**config.mk**
```make
export PLATFORM = sky130hd
export DESIGN_NAME = reg_ram_initiator
export DESIGN_NICKNAME = d
export VERILOG_FILES = /design/src/rtl/reg_ram_initiator.sv
export SDC_FILE = /design/constraint.sdc
export NUM_CORES = 1
export LEC_CHECK = 0
export ABC_CLOCK_PERIOD_IN_PS = 3300
export BUFFER_PORTS_ARGS = -buffer_cell sky130_fd_sc_hd__buf_2
export CAP_MARGIN = 20
export CORE_MARGIN = 3
export CORE_UTILIZATION = 46
export DETAILED_ROUTE_END_ITERATION = 16
export PLACE_DENSITY = 0.91
export SYNTH_ARGS = -nofsm -noshare
export SYNTH_HDL_FRONTEND = slang
export SYNTH_SLANG_ARGS = --single-unit
```
**constraint.sdc**
```tcl
create_clock -name clk_in -period 3.3 [get_ports clk_in]
set_input_delay 0.165 -clock clk_in [delete_from_list [all_inputs] [get_ports clk_in]]
set_output_delay 0.165 -clock clk_in [all_outputs]
set_load 0.05 [all_outputs]
```
**src/rtl/reg_ram_initiator.sv**
```systemverilog
// Burst initiator for the 8-byte register RAM: one request of 1-8 beats becomes a series of RAM accesses.
// Optional macro READBACK_VERIFY_EN adds a one-cycle read-back compare after every written beat.
module reg_ram_initiator #(
    parameter int AW = 3,
    parameter int DW = 8
) (
    input  logic          clk_in,
    input  logic          rst_in,
    input  logic          req_valid,
    output logic          req_ready,
    input  logic          req_write,
    input  logic [AW-1:0] req_addr,
    input  logic [AW-1:0] req_len,
    input  logic          wdata_valid,
    output logic          wdata_ready,
    input  logic [DW-1:0] wdata,
    output logic          rsp_valid,
    input  logic          rsp_ready,
    output logic [DW-1:0] rsp_data,
    output logic          busy_out,
    output logic          done_out,
    output logic          err_out,
    output logic [AW-1:0] ram_address,
    output logic [DW-1:0] ram_wdata,
    output logic          ram_we,
    output logic          ram_en,
    input  logic [DW-1:0] ram_rdata
);
    typedef enum logic [2:0] {IDLE, WRITE, READ, RESP, VERIFY} state_t;

    state_t        state_q, state_d;
    logic [AW-1:0] addr_q, addr_d;
    logic [AW-1:0] beats_q, beats_d;
    logic [DW-1:0] rsp_data_q, rsp_data_d;
    logic          done_q, done_d;
    logic          en, we, step;
`ifdef READBACK_VERIFY_EN
    logic          err_q, err_d;
    logic [DW-1:0] wbeat_q, wbeat_d;
`endif

    always_comb begin
        state_d     = state_q;
        addr_d      = addr_q;
        beats_d     = beats_q;
        rsp_data_d  = rsp_data_q;
        done_d      = 1'b0;
        step        = 1'b0;
        req_ready   = 1'b0;
        wdata_ready = 1'b0;
        rsp_valid   = 1'b0;
        en          = 1'b0;
        we          = 1'b0;
        ram_wdata   = '0;
`ifdef READBACK_VERIFY_EN
        err_d       = err_q;
        wbeat_d     = wbeat_q;
`endif
        case (state_q)
            IDLE: begin
                req_ready = 1'b1;
                if (req_valid) begin
                    addr_d  = req_addr;
                    beats_d = req_len;
                    state_d = req_write ? WRITE : READ;
`ifdef READBACK_VERIFY_EN
                    err_d   = 1'b0;
`endif
                end
            end
            WRITE: begin
                wdata_ready = 1'b1;
                en          = 1'b1;
                we          = wdata_valid;
                ram_wdata   = wdata;
                if (wdata_valid) begin
`ifdef READBACK_VERIFY_EN
                    wbeat_d = wdata;
                    state_d = VERIFY;
`else
                    step    = 1'b1;
`endif
                end
            end
            VERIFY: begin
`ifdef READBACK_VERIFY_EN
                // Same address, write disabled: ram_rdata now shows what the RAM kept
                en      = 1'b1;
                if (ram_rdata != wbeat_q) err_d = 1'b1;
                state_d = WRITE;
                step    = 1'b1;
`else
                state_d = IDLE;
`endif
            end
            READ: begin
                en         = 1'b1;
                rsp_data_d = ram_rdata;
                state_d    = RESP;
            end
            RESP: begin
                rsp_valid = 1'b1;
                if (rsp_ready) begin
                    state_d = READ;
                    step    = 1'b1;
                end
            end
            default: state_d = IDLE;
        endcase
        // Beat completion: advance with wrap, and finish the burst on the last beat
        if (step) begin
            addr_d  = addr_q + AW'(1);
            beats_d = beats_q - AW'(1);
            if (beats_q == '0) begin
                state_d = IDLE;
                done_d  = 1'b1;
            end
        end
    end

    always_ff @(posedge clk_in) begin
        if (rst_in) begin
            state_q    <= IDLE;
            addr_q     <= '0;
            beats_q    <= '0;
            rsp_data_q <= '0;
            done_q     <= 1'b0;
`ifdef READBACK_VERIFY_EN
            err_q      <= 1'b0;
            wbeat_q    <= '0;
`endif
        end else begin
            state_q    <= state_d;
            addr_q     <= addr_d;
            beats_q    <= beats_d;
            rsp_data_q <= rsp_data_d;
            done_q     <= done_d;
`ifdef READBACK_VERIFY_EN
            err_q      <= err_d;
            wbeat_q    <= wbeat_d;
`endif
        end
    end

    // Gating with rst_in keeps the RAM untouched on every reset cycle
    assign ram_en      = en & ~rst_in;
    assign ram_we      = we & ~rst_in;
    assign ram_address = addr_q;
    assign rsp_data    = rsp_data_q;
    assign busy_out    = (state_q != IDLE);
    assign done_out    = done_q;
`ifdef READBACK_VERIFY_EN
    assign err_out     = err_q;
`else
    assign err_out     = 1'b0;
`endif
endmodule

```
# --- Word level (Yosys, flattened, before mapping) ---
# Cells that the tools add are included.
word_totals:
  wordCells: 44
  out_inout_bits: 27
  reg_bits: 18
  inputBits: 28
classes:
  muxes: 22
  add_sub_neg: 2
  eq_ne: 3
  n_bitwise: 4
  reduce_logical: 8
ops:
  columns: ["op", "n"]
  rows:
  - ["$mux 3", 10]
  - ["$pmux 3 s4", 1]
  - ["$mux 1", 8]
  - ["$mux 8", 1]
  - ["$eq 3x2->1 const B", 2]
  - ["$logic_not 3->1", 2]
  - ["$reduce_bool 2->1", 2]
  - ["$reduce_or 2->1", 2]
  - ["$add 3x1->3 const B", 1]
  - ["$eq 3x1->1 const B", 1]
  - ["$reduce_bool 3->1", 1]
  - ["$sub 3x1->3 const B", 1]
  - ["$and 1x1->1", 2]
  - ["$mux 2", 1]
  - ["$not 1->1", 2]
  - ["$pmux 1 s2", 1]
  - ["$reduce_and 2->1", 1]

# --- Longest topological paths before layout ---
# Gate-level depths: netlist (run 1).
logic_depth:
  ltp_word: 5
  mapped_depth: 5
  mapped_depth_nobuf: 5

# --- Worst setup path before layout (run 1) ---
# No wires, ideal clock.
synth_path:
  kind: "register to output"
  start: "reg state_q[0]"
  end: "out ram_en"
  path_stages_with_launch: 6
  setup_slack_ps: 1328
  n_path_buf: 2
  t_arrival_ps: 1807
  t_required_ps: 3135
  path_cell_list: "dfxtp_1 buf_4 nor3b_1 buf_2 nor2_1 nor2_1"
synth_between:
  elab_chain_cells: 4
  elab_cells_between_ends: 5
  classes_between: "2 x eq/ne; 1 x mux; 1 x bitwise; 1 x reduce/logical"
synth_lines:
  columns: ["item", "line", "rtl"]
  rows:
  - ["start, declared", "31", "state_t state_q, state_d;"]
  - ["start signal, assigned", "133", "state_q <= state_d;"]
  - ["$eq 3x1->1 / $eq 3x2->1 (equally long branches)", "59", "case (state_q)"]
  - ["$reduce_or 2->1 (no line) (*)", null, null]
  - ["$mux 1 (*)", "59", null]
  - ["$and 1x1->1 (*)", "146", "assign ram_en = en & ~rst_in;"]
  - ["end, declared", "26", "output logic ram_en,"]
# Every way passes the cells marked *; elsewhere a longest branch is shown, timed or not.

# --- Final worst setup path (run 1) ---
layout_path:
  start: "reg state_q[0]"
  end: "out ram_we"
layout_between:
  elab_chain_cells: 3
layout_lines:
  columns: ["item", "line", "rtl"]
  rows:
  - ["$eq 3x1->1", "59", null]
  - ["$mux 1", "59", null]
  - ["$and 1x1->1", "147", "assign ram_we = we & ~rst_in;"]
  - ["end, declared", "25", "output logic ram_we,"]
# Every way passes these cells.

==> impl_metrics.json, run 1 <==
{
  "drt-wirelength-per-cell_um": 13.9,
  "crit_start": "state_q[0]",
  "critPathMaxStageDelay_ps": 780,
  "post_cts_buffers": 0,
  "finalHoldViolCount": 0,
  "p_leak_nw": 0.612,
  "drc": 0,
  "synth_xor_area_share_pct": 0,
  "grt_overflow": 0,
  "setup_viol": 0,
  "cts_hold_buf": 0,
  "cts_buffer_depth": 2,
  "worstMarginPinSlew_ps": 887,
  "rr_startpoint": "state_q[1]",
  "antenna_cells": 0,
  "startpoint_type": "register",
  "postRouteWirelength_um": 2540,
  "vias": 957,
  "synth_largest_area_cell": "dfxtp_1",
  "die_y_um": 52.4,
  "grt_pass1_wl_um": 3960,
  "fmax_mhz": 427,
  "max_slew_margin_pct": 40.7,
  "hpwlAfterDp_um": 2020,
  "die_area_mm2": 0.00274,
  "finalSetupTns_ps": 0,
  "post_dp_cell_area_mm2": 0.00125,
  "synth_top_family_by_area": "simple AND/OR/NAND/NOR gates",
  "grt_util_all_layers_pct": 18.9,
  "synth_compound_area_share_pct": 14.2,
  "synthMuxAreaShare_pct": 10.6,
  "hold_path.class": "in -> reg",
  "period_share_pct": 71.1,
  "syn_inst": 106,
  "final_core_util_pct": 63.5,
  "worst-path-max-fanout": 12,
  "worstHoldStart": "ram_rdata[1]",
  "dr.pass1.iters": 4,
  "fin_cells": 183,
  "clkSinkCount": 18,
  "power_density_mw_per_mm2": 346,
  "cts_made_buffers": 3,
  "synth-edff-count": 0,
  "finalClockSkew_ps": 5.82,
  "vias_per_cell": 5.23,
  "dieWidth_um": 52.4,
  "routabilityCongestion": 0.670,
  "cp.required_ps": 3130,
  "synthAdderAreaFrac_pct": 3.79,
  "finalCriticalPeriod_ps": 2340,
  "ys.flop_type": "dfxtp_1",
  "netlist_area_um2": 990,
  "path_buf_inv": 1,
  "drive_gt1_share_pct": 39.7,
  "initial_core_util_pct": 49.4,
  "mostFrequentLayoutCell": "buf_2",
  "nNetsFinal": 189,
  "max_cap_viol_count": 0,
  "root_buffer": "clkbuf_4",
  "p_total_w": 0.000440,
  "io_pins": 55,
  "mostFrequentLayoutCells": "buf_2 (53), dfxtp_1 (18), nor2_1 (10)",
  "outcome": "finished clean",
  "antenna_found_initial": 0,
  "yosys_register_bits": 18,
  "synth_top_area_share_pct": 36.4,
  "synth-simple-area-share_pct": 28.3,
  "coreArea_mm2": 0.00200,
  "final_max_slew_viol_count": 0,
  "ys_async_sr_fraction_pct": 0,
  "cts_tree": "yes",
  "peakVddDrop_uv": 308,
  "port_buffers": 53,
  "dp.cells": 180,
  "critPathKind": "reg -> out",
  "design_area_mm2": 0.00127,
  "ys_seq_area_share_pct": 36.4,
  "crit_chain": "nor3b_1, and3b_1, buf_2",
  "detail-route-antenna-nets": 0,
  "initialDrtViolationCount": 13,
  "synthTopCellsByArea": "dfxtp_1 (36%), mux2i_1 (9.1%), and2_1 (5.1%)",
  "grt_pass1_vias": 920,
  "insertion_delay_ps": 280,
  "synth_area_per_cell_um2": 9.34,
  "clk_pin_slew_ps": 100,
  "synth_cell_type_count": 35,
  "rows": 16,
  "cp.arrival_ps": 2180,
  "cp_slowest_cell": "nor3b_1",
  "worstSetupEndpointType": "primary output",
  "syn_to_final_growth_pct": 28.4,
  "yosys_warnings": 0,
  "cts_resized": 0,
  "grt_setup_unrepaired": "no",
  "cp_top_family": "simple AND/OR/NAND/NOR gates",
  "htree_num_levels": 1,
  "grt_start_max_net_pins": 21
}
[tightest hold or removal path, cell delays in order]
cell and delay [ps]:
buf_2 70, mux2i_1 60, nor2_1 70
[cells by family after synthesis]
logic type | Yosys count
adder cells (fa/ha/maj) | 3
buffers and inverters | 11
AND/OR/NAND/NOR | 46
flip-flops | 18
AO/OA/AOI/OAI | 17
other | 1
multiplexers | 10
[through the flow]
step	hold WS, ps	setup slack [ps]
after floorplan	312	1330
after global placement	402	1440
after detailed placement	410	1280
after CTS	114	937
after global routing	129	748
final	119	955
[state kept, by name (all words and copies together) (netlist names)]
register / flops
ram_address: 3
done_out: 1
rsp_data: 8
beats_q: 3
state_q: 3
[cells in the mapped netlist (2+ instances only)]
cell type / count
or3_1: 2
o221ai_1: 2
mux2i_1: 9
buf_4: 3
nand2b_1: 2
nand2_1: 6
inv_1: 3
dfxtp_1: 18
a31oi_1: 2
nor3b_1: 4
o211ai_1: 4
nor2_1: 10
nor2b_1: 5
a32oi_1: 3
buf_2: 2
ha_1: 3
and3b_1: 2
and2_1: 8
clkbuf_1: 2
[power by group]
part / internal, W / switching (W)
Combinational: 0.0000377 / 0.0000650
Sequential: 0.000225 / 0.00000890
Clock: 0.0000423 / 0.0000615
[layer usage]
metal | global-route usage, % | up-vias | part of all wire (%)
met5 | 0 | - | 0
met4 | 6.38 | 0 | 1.3
met3 | 1.99 | 4 | 3.4
met2 | 36.4 | 26 | 56
met1 | 20.9 | 453 | 39
li1 | - | 474 | -
[final timing paths]
check	slack, ps	depth (start not counted)	to
worst max-delay path	960	3	ram_we
worst min-delay path	120	3	rsp_data[1]
worst min register to register	480	2	beats_q[1]
worst max register to register	1670	3	ram_address[1]
[final cells by class]
cell class / count / area [um2]
Clock buffer: 3 / 22.5
Fill cell: 179 / 731
Inverter: 3 / 11.3
Multi-Input combinational cell: 78 / 571
Sequential cell: 18 / 360
Tap cell: 27 / 33.8
Timing Repair Buffer: 54 / 273
Power figures use the tool's default switching activity.
==> run 2, diff against run 1 <==
- ABC_AREA: default -> 1
- ABC_CLOCK_PERIOD_IN_PS: 3300 -> 1880
- CORE_UTILIZATION: 46 -> 39
- PLACE_DENSITY: 0.91 -> 0.83
- clock period: 3.3 -> 1.88 ns (I/O delays scaled with it)
==> run 2 against run 1 <==
Net effect: setup slack worse by 790 ps; critical path depth up 1; critical endpoint is now ram_en; largest cell class unchanged; combinational power up 68%.
==> impl_metrics.json, run 2 <==
{
  "r2r_slack_ps": 520,
  "period_share_pct": 91.4,
  "p_leak_nw": 0.727,
  "vias": 1031,
  "n_fill_cell": 234,
  "grt_pass1_vias": 897,
  "power_density_mw_per_mm2": 628,
  "grt_util_all_layers_pct": 14.6,
  "routabilityCongestion": 0.794,
  "finalSetupTns_ps": 0,
  "postRouteWirelength_um": 2320,
  "startpoint_type": "register",
  "insertion_delay_ps": 280,
  "finalClockSkew_ps": 3.46,
  "die_y_um": 55.9,
  "hpwlAfterDp_um": 1800,
  "worst-path-max-fanout": 11,
  "rows": 17,
  "dr.pass1.iters": 4,
  "syn_inst": 140,
  "synth_top_area_share_pct": 37.1,
  "yosys_register_bits": 18,
  "cp.required_ps": 1790,
  "cts_made_buffers": 3,
  "hold_path.class": "in -> reg",
  "grt_overflow": 0,
  "dieWidth_um": 55.9,
  "initial_core_util_pct": 42.7,
  "cts_buffer_depth": 2,
  "io_pins": 55,
  "initialDrtViolationCount": 26,
  "coreArea_mm2": 0.00228,
  "dp.cells": 218,
  "outcome": "finished clean",
  "cts_tree": "yes",
  "drive_gt1_share_pct": 34.0,
  "synth-edff-count": 0,
  "rr_startpoint": "state_q[0]",
  "max_cap_viol_count": 0,
  "final_max_slew_viol_count": 0,
  "antenna_found_initial": 0,
  "worstRegToRegCells": 5,
  "synthTopCellsByArea": "dfxtp_1 (37%), inv_1 (11%), a21oi_1 (7.2%)",
  "clkSinkCount": 18,
  "htree_num_levels": 1,
  "port_buffers": 53,
  "ys.flop_type": "dfxtp_1",
  "netlist_area_um2": 971,
  "finalHoldViolCount": 0,
  "worstReg2RegEnd": "state_q[1]",
  "min_to": "rsp_data[3]",
  "mostFrequentLayoutCells": "buf_2 (53), inv_1 (29), dfxtp_1 (18)",
  "worstSetupEndpointType": "primary output",
  "grt_start_max_net_pins": 19,
  "synth_commonest_cells": "inv_1 (29), dfxtp_1 (18), nor2_1 (16)",
  "grt_pass1_wl_um": 3820,
  "largest_register_ffs": 8,
  "ys_seq_area_share_pct": 37.1,
  "fin_cells": 222,
  "setup_viol": 0,
  "peakVddDrop_uv": 395,
  "clk_pin_slew_ps": 100,
  "mostFrequentLayoutCell": "buf_2",
  "yosysMostFrequentCell": "inv_1",
  "critPathKind": "reg -> out",
  "grt_setup_unrepaired": "no",
  "finalCriticalPeriod_ps": 1720,
  "synth_largest_area_cell": "dfxtp_1",
  "cts_hold_buf": 0,
  "yosys_warnings": 0,
  "worstHoldStart": "ram_rdata[3]",
  "die_area_mm2": 0.00312,
  "fmax_mhz": 582,
  "cp.arrival_ps": 1620,
  "synth_cell_type_count": 24,
  "ys_async_sr_fraction_pct": 0,
  "antenna_cells": 0,
  "drt-wirelength-per-cell_um": 10.5,
  "drc": 0,
  "root_buffer": "clkbuf_4",
  "nNetsFinal": 226,
  "detail-route-antenna-nets": 0,
  "vias_per_cell": 4.64,
  "synth_area_per_cell_um2": 6.94,
  "hold_path_depth": 3,
  "syn_to_final_growth_pct": 33.2
}
-- run 2: changes by cell type after synthesis, moves of 6 or more --
cell / previous run / this run
mux2i_1: 9 / 0
o21ai_0: 0 / 9
nor2_1: 10 / 16
and2_1: 8 / 1
inv_1: 3 / 29
nand3_1: 1 / 14
a21oi_1: 1 / 14
nand2_1: 6 / 14
-- run 2: stage by stage --
stage               cell area, um2  total power [W]  setup slack (ps)  util [%]  hold slack, ps
floorplan                      975         0.000535               108         -             285
global placement              1250         0.000586               418      55.1             373
detailed placement            1250         0.000588               352      55.1             381
CTS                           1290         0.000819              18.9      56.7            80.4
global route                  1290         0.000852              22.4      56.8            75.0
finish                        1290         0.000812               162      56.8            84.9
-- run 2: metal layers --
metal | global-route usage [%] | up-vias | share of wire, % | wire [um]
met2 | 22.3 | 41 | 45 | 1050
met1 | 21.0 | 441 | 45 | 1060
met5 | 0 | - | 0 | 0
met3 | 3.25 | 2 | 8.7 | 201
met4 | 3.05 | 0 | 0.60 | 14
li1 | - | 547 | - | -
-- run 2: power by group --
part | internal [W] | switching, W | total (W)
sequential | 0.000396 | 0.0000115 | 0.000407
combinational | 0.0000575 | 0.000115 | 0.000173
clock | 0.000118 | 0.000114 | 0.000232
total | 0.000571 | 0.000241 | 0.000812
-- run 2: worst max path at each step --
stage	from	end	slack (ps)	cells after the start
6_report	state_q[1]	ram_en	160	4
5_1_grt	state_q[1]	ram_en	20	4
4_1_cts	state_q[1]	ram_en	20	4
3_5_place_dp	state_q[1]	ram_en	350	4
3_3_place_gp	state_q[1]	ram_en	420	4
2_1_floorplan	state_q[1]	ram_en	110	4
-- run 2: logic make-up (layout without fill, tap and decap cells) --
family	count (synthesis)	after routing	share of synthesized area [%]
buffers and inverters	35	88	14.4
other	1	2	0.386
flip-flops	18	18	37.1
adder cells (fa/ha/maj)	3	3	3.87
AO/OA/AOI/OAI	26	26	13.7
AND/OR/NAND/NOR	55	55	28.7
XOR/XNOR	2	2	1.80
-- run 2: final cells by class --
type / instances / area, um2 / share of cell area, %
multi-input cells: 88 / 477 / 36.8
flip-flops and latches: 18 / 360 / 27.9
repair buffers: 54 / 273 / 21.1
inverters: 30 / 113 / 8.70
clock buffers: 4 / 36.3 / 2.80
well taps: 28 / 35.0 / 2.71
-- run 2: what timing repair did --
| action | 4_1_cts | 5_1_grt |
|---|---|---|
| endpoints found under the setup margin | 0 | 9 |
| gates resized for setup | 0 | 1 |
| endpoints found under the hold margin | 0 | 0 |
| buffers inserted | 0 | 0 |
-- run 2: worst max-delay path: stages, from the launching register on --
cell     delay (ps)
dfxtp_1         390
nor2_4          270
nand2_2         210
a21oi_1         190
buf_2           280
==> run 3, diff against run 2 <==
- SETUP_SLACK_MARGIN: default -> 0.4
==> run 3 against run 2 <==
Net effect: first-iteration DRC count grew 50%; sequential share of layout area shrank 2.4 points; critical path depth is the same; non-clock buffer count grew 5; count of clock-buffer cells in the layout is the same; design area grew 10%; sequential power is essentially flat; clock power grew 9.9%; combinational power grew 8%; routed wire length grew 15%; critical path type unchanged; critical endpoint unchanged; largest cell class unchanged.
==> impl_metrics.json, run 3 (synthesized netlist as in run 2, its figures left out) <==
{
  "dp_slack_ps": 372,
  "p_leak_nw": 0.765,
  "worstReg2RegEnd": "ram_address[0]",
  "p_seq_share_pct": 48.1,
  "die_area_mm2": 0.00312,
  "initialDrtViolationCount": 39,
  "p_int_w": 0.000580,
  "worstHoldStart": "ram_rdata[2]",
  "drive_gt1_share_pct": 38.7,
  "design_area_mm2": 0.00143,
  "die_y_um": 55.9,
  "antenna_found_initial": 0,
  "max_cap_viol_count": 0,
  "worstSetupEndpointType": "primary output",
  "detail-route-antenna-nets": 0,
  "grt_start_max_net_pins": 19,
  "hpwlAfterDp_um": 1770,
  "rr_startpoint": "state_q[1]",
  "mostFrequentLayoutCells": "buf_2 (42), inv_1 (29), dfxtp_1 (16)",
  "post_dp_cell_area_mm2": 0.00125,
  "cts_tree": "yes",
  "cts_made_buffers": 3,
  "initial_core_util_pct": 42.7,
  "cp.arrival_ps": 1360,
  "dr.pass1.iters": 4,
  "root_buffer": "clkbuf_4",
  "vias_per_cell": 4.82,
  "pwr-share-comb_pct": 21.9,
  "grt_pass1_wl_um": 4130,
  "finalHoldViolCount": 0,
  "postRouteWirelength_um": 2660,
  "htree_num_levels": 1,
  "peakVddDrop_uv": 480,
  "p_total_w": 0.000849,
  "outcome": "finished clean",
  "grt_overflow": 0,
  "port_buffers": 53,
  "coreArea_mm2": 0.00228,
  "period_share_pct": 77.3,
  "setup_viol": 0,
  "p_sw_share_pct": 31.7,
  "power.switching_w": 0.000269,
  "r2r_slack_ps": 530,
  "rows": 17,
  "io_pins": 55,
  "insertion_delay_ps": 320,
  "startpoint_type": "register",
  "clk_pin_slew_ps": 100,
  "cp.required_ps": 1790,
  "grt_pass1_vias": 927,
  "antenna_cells": 0,
  "vias": 1094,
  "power_density_mw_per_mm2": 596,
  "p_clk_share_pct": 30.1,
  "routabilityCongestion": 0.812,
  "setup_ws_ps": 427,
  "critPathKind": "reg -> out",
  "grt_util_all_layers_pct": 15.9,
  "min_to": "rsp_data[2]",
  "nNetsFinal": 231,
  "finalSetupTns_ps": 0,
  "finalClockSkew_ps": 4.72,
  "grt_setup_unrepaired": "yes",
  "fmax_mhz": 688,
  "cts_buffer_depth": 2,
  "clkSinkCount": 18,
  "finalCriticalPeriod_ps": 1450,
  "hold_path_depth": 3,
  "worstRegToRegCells": 7,
  "worst-path-max-fanout": 11,
  "mostFrequentLayoutCell": "buf_2",
  "hold_path.class": "in -> reg",
  "final_max_slew_viol_count": 0,
  "syn_to_final_growth_pct": 46.8,
  "drc": 0,
  "dieWidth_um": 55.9,
  "largest_register_ffs": 8,
  "drt-wirelength-per-cell_um": 11.7
}
==> run 3: changes by cell type in the layout (fill, tap and decap cells not counted), moves of 2 or more <==
cell / delta
nor2_2: +2
buf_6: +10
buf_4: +5
dfxtp_1: -2
buf_2: -11
dfxtp_2: +2
nor2_1: -2
==> run 3: how the worst max path moves through the flow <==
stage,slack [ps],startpoint,depth (start not counted),end
5_1_grt,340,state_q[1],4,ram_wdata[7]
2_1_floorplan,240,state_q[1],4,ram_wdata[0]
4_1_cts,390,state_q[2],4,ram_en
3_5_place_dp,370,state_q[1],3,ram_en
3_3_place_gp,390,state_q[1],3,ram_en
6_report,430,state_q[1],4,ram_en
==> run 3: what timing repair did <==
item                       in CTS  in global routing
setup endpoints to repair      12                 11
resized for setup               9                 25
buffers inserted                1                  5
cloned                          0                  0
pin swaps                       1                  2
hold buffers                    0                  0
==> run 3: per-layer routing <==
layer  vias to the layer above  global-route usage (%)  routed length, um
li1                        554                       -                  -
met1                       495                    20.7               1060
met2                        43                    26.0               1360
met3                         2                    6.26                224
met4                         0                    1.02                 16
met5                         -                       0                  0
==> run 3: final cells by class <==
class | count | area (um2)
clock buffer | 4 | 36.3
fill | 213 | 851
inverter | 30 | 113
multi-input combinational | 88 | 503
sequential | 18 | 363
tap | 28 | 35.0
timing repair buffer | 59 | 375
==> run 3: worst max-delay path: stages (launching register included) <==
cell     delay [ps]
dfxtp_2         380
nor2_4          200
nand2_4         130
a21oi_2         170
buf_6           170
==> run 3: power groups by stage <==
stage          Sequential, W  Combinational, W  Clock [W]
5_1_grt             0.000410          0.000204   0.000277
3_5_place_dp        0.000416          0.000172          0
2_1_floorplan       0.000442         0.0000935          0
6_report            0.000408          0.000186   0.000255
3_3_place_gp        0.000415          0.000170          0
4_1_cts             0.000408          0.000177   0.000255
==> run 3: stage by stage <==
| stage | hold WS (ps) | util, % | cells |
|---|---|---|---|
| finish | 54.7 | 62.6 | 227 |
| global route | 44.9 | 62.6 | 227 |
| CTS | 59.9 | 58.2 | 222 |
| detailed placement | 382 | 55.1 | 217 |
| global placement | 370 | 55.1 | 217 |
| floorplan | 285 | - | 141 |
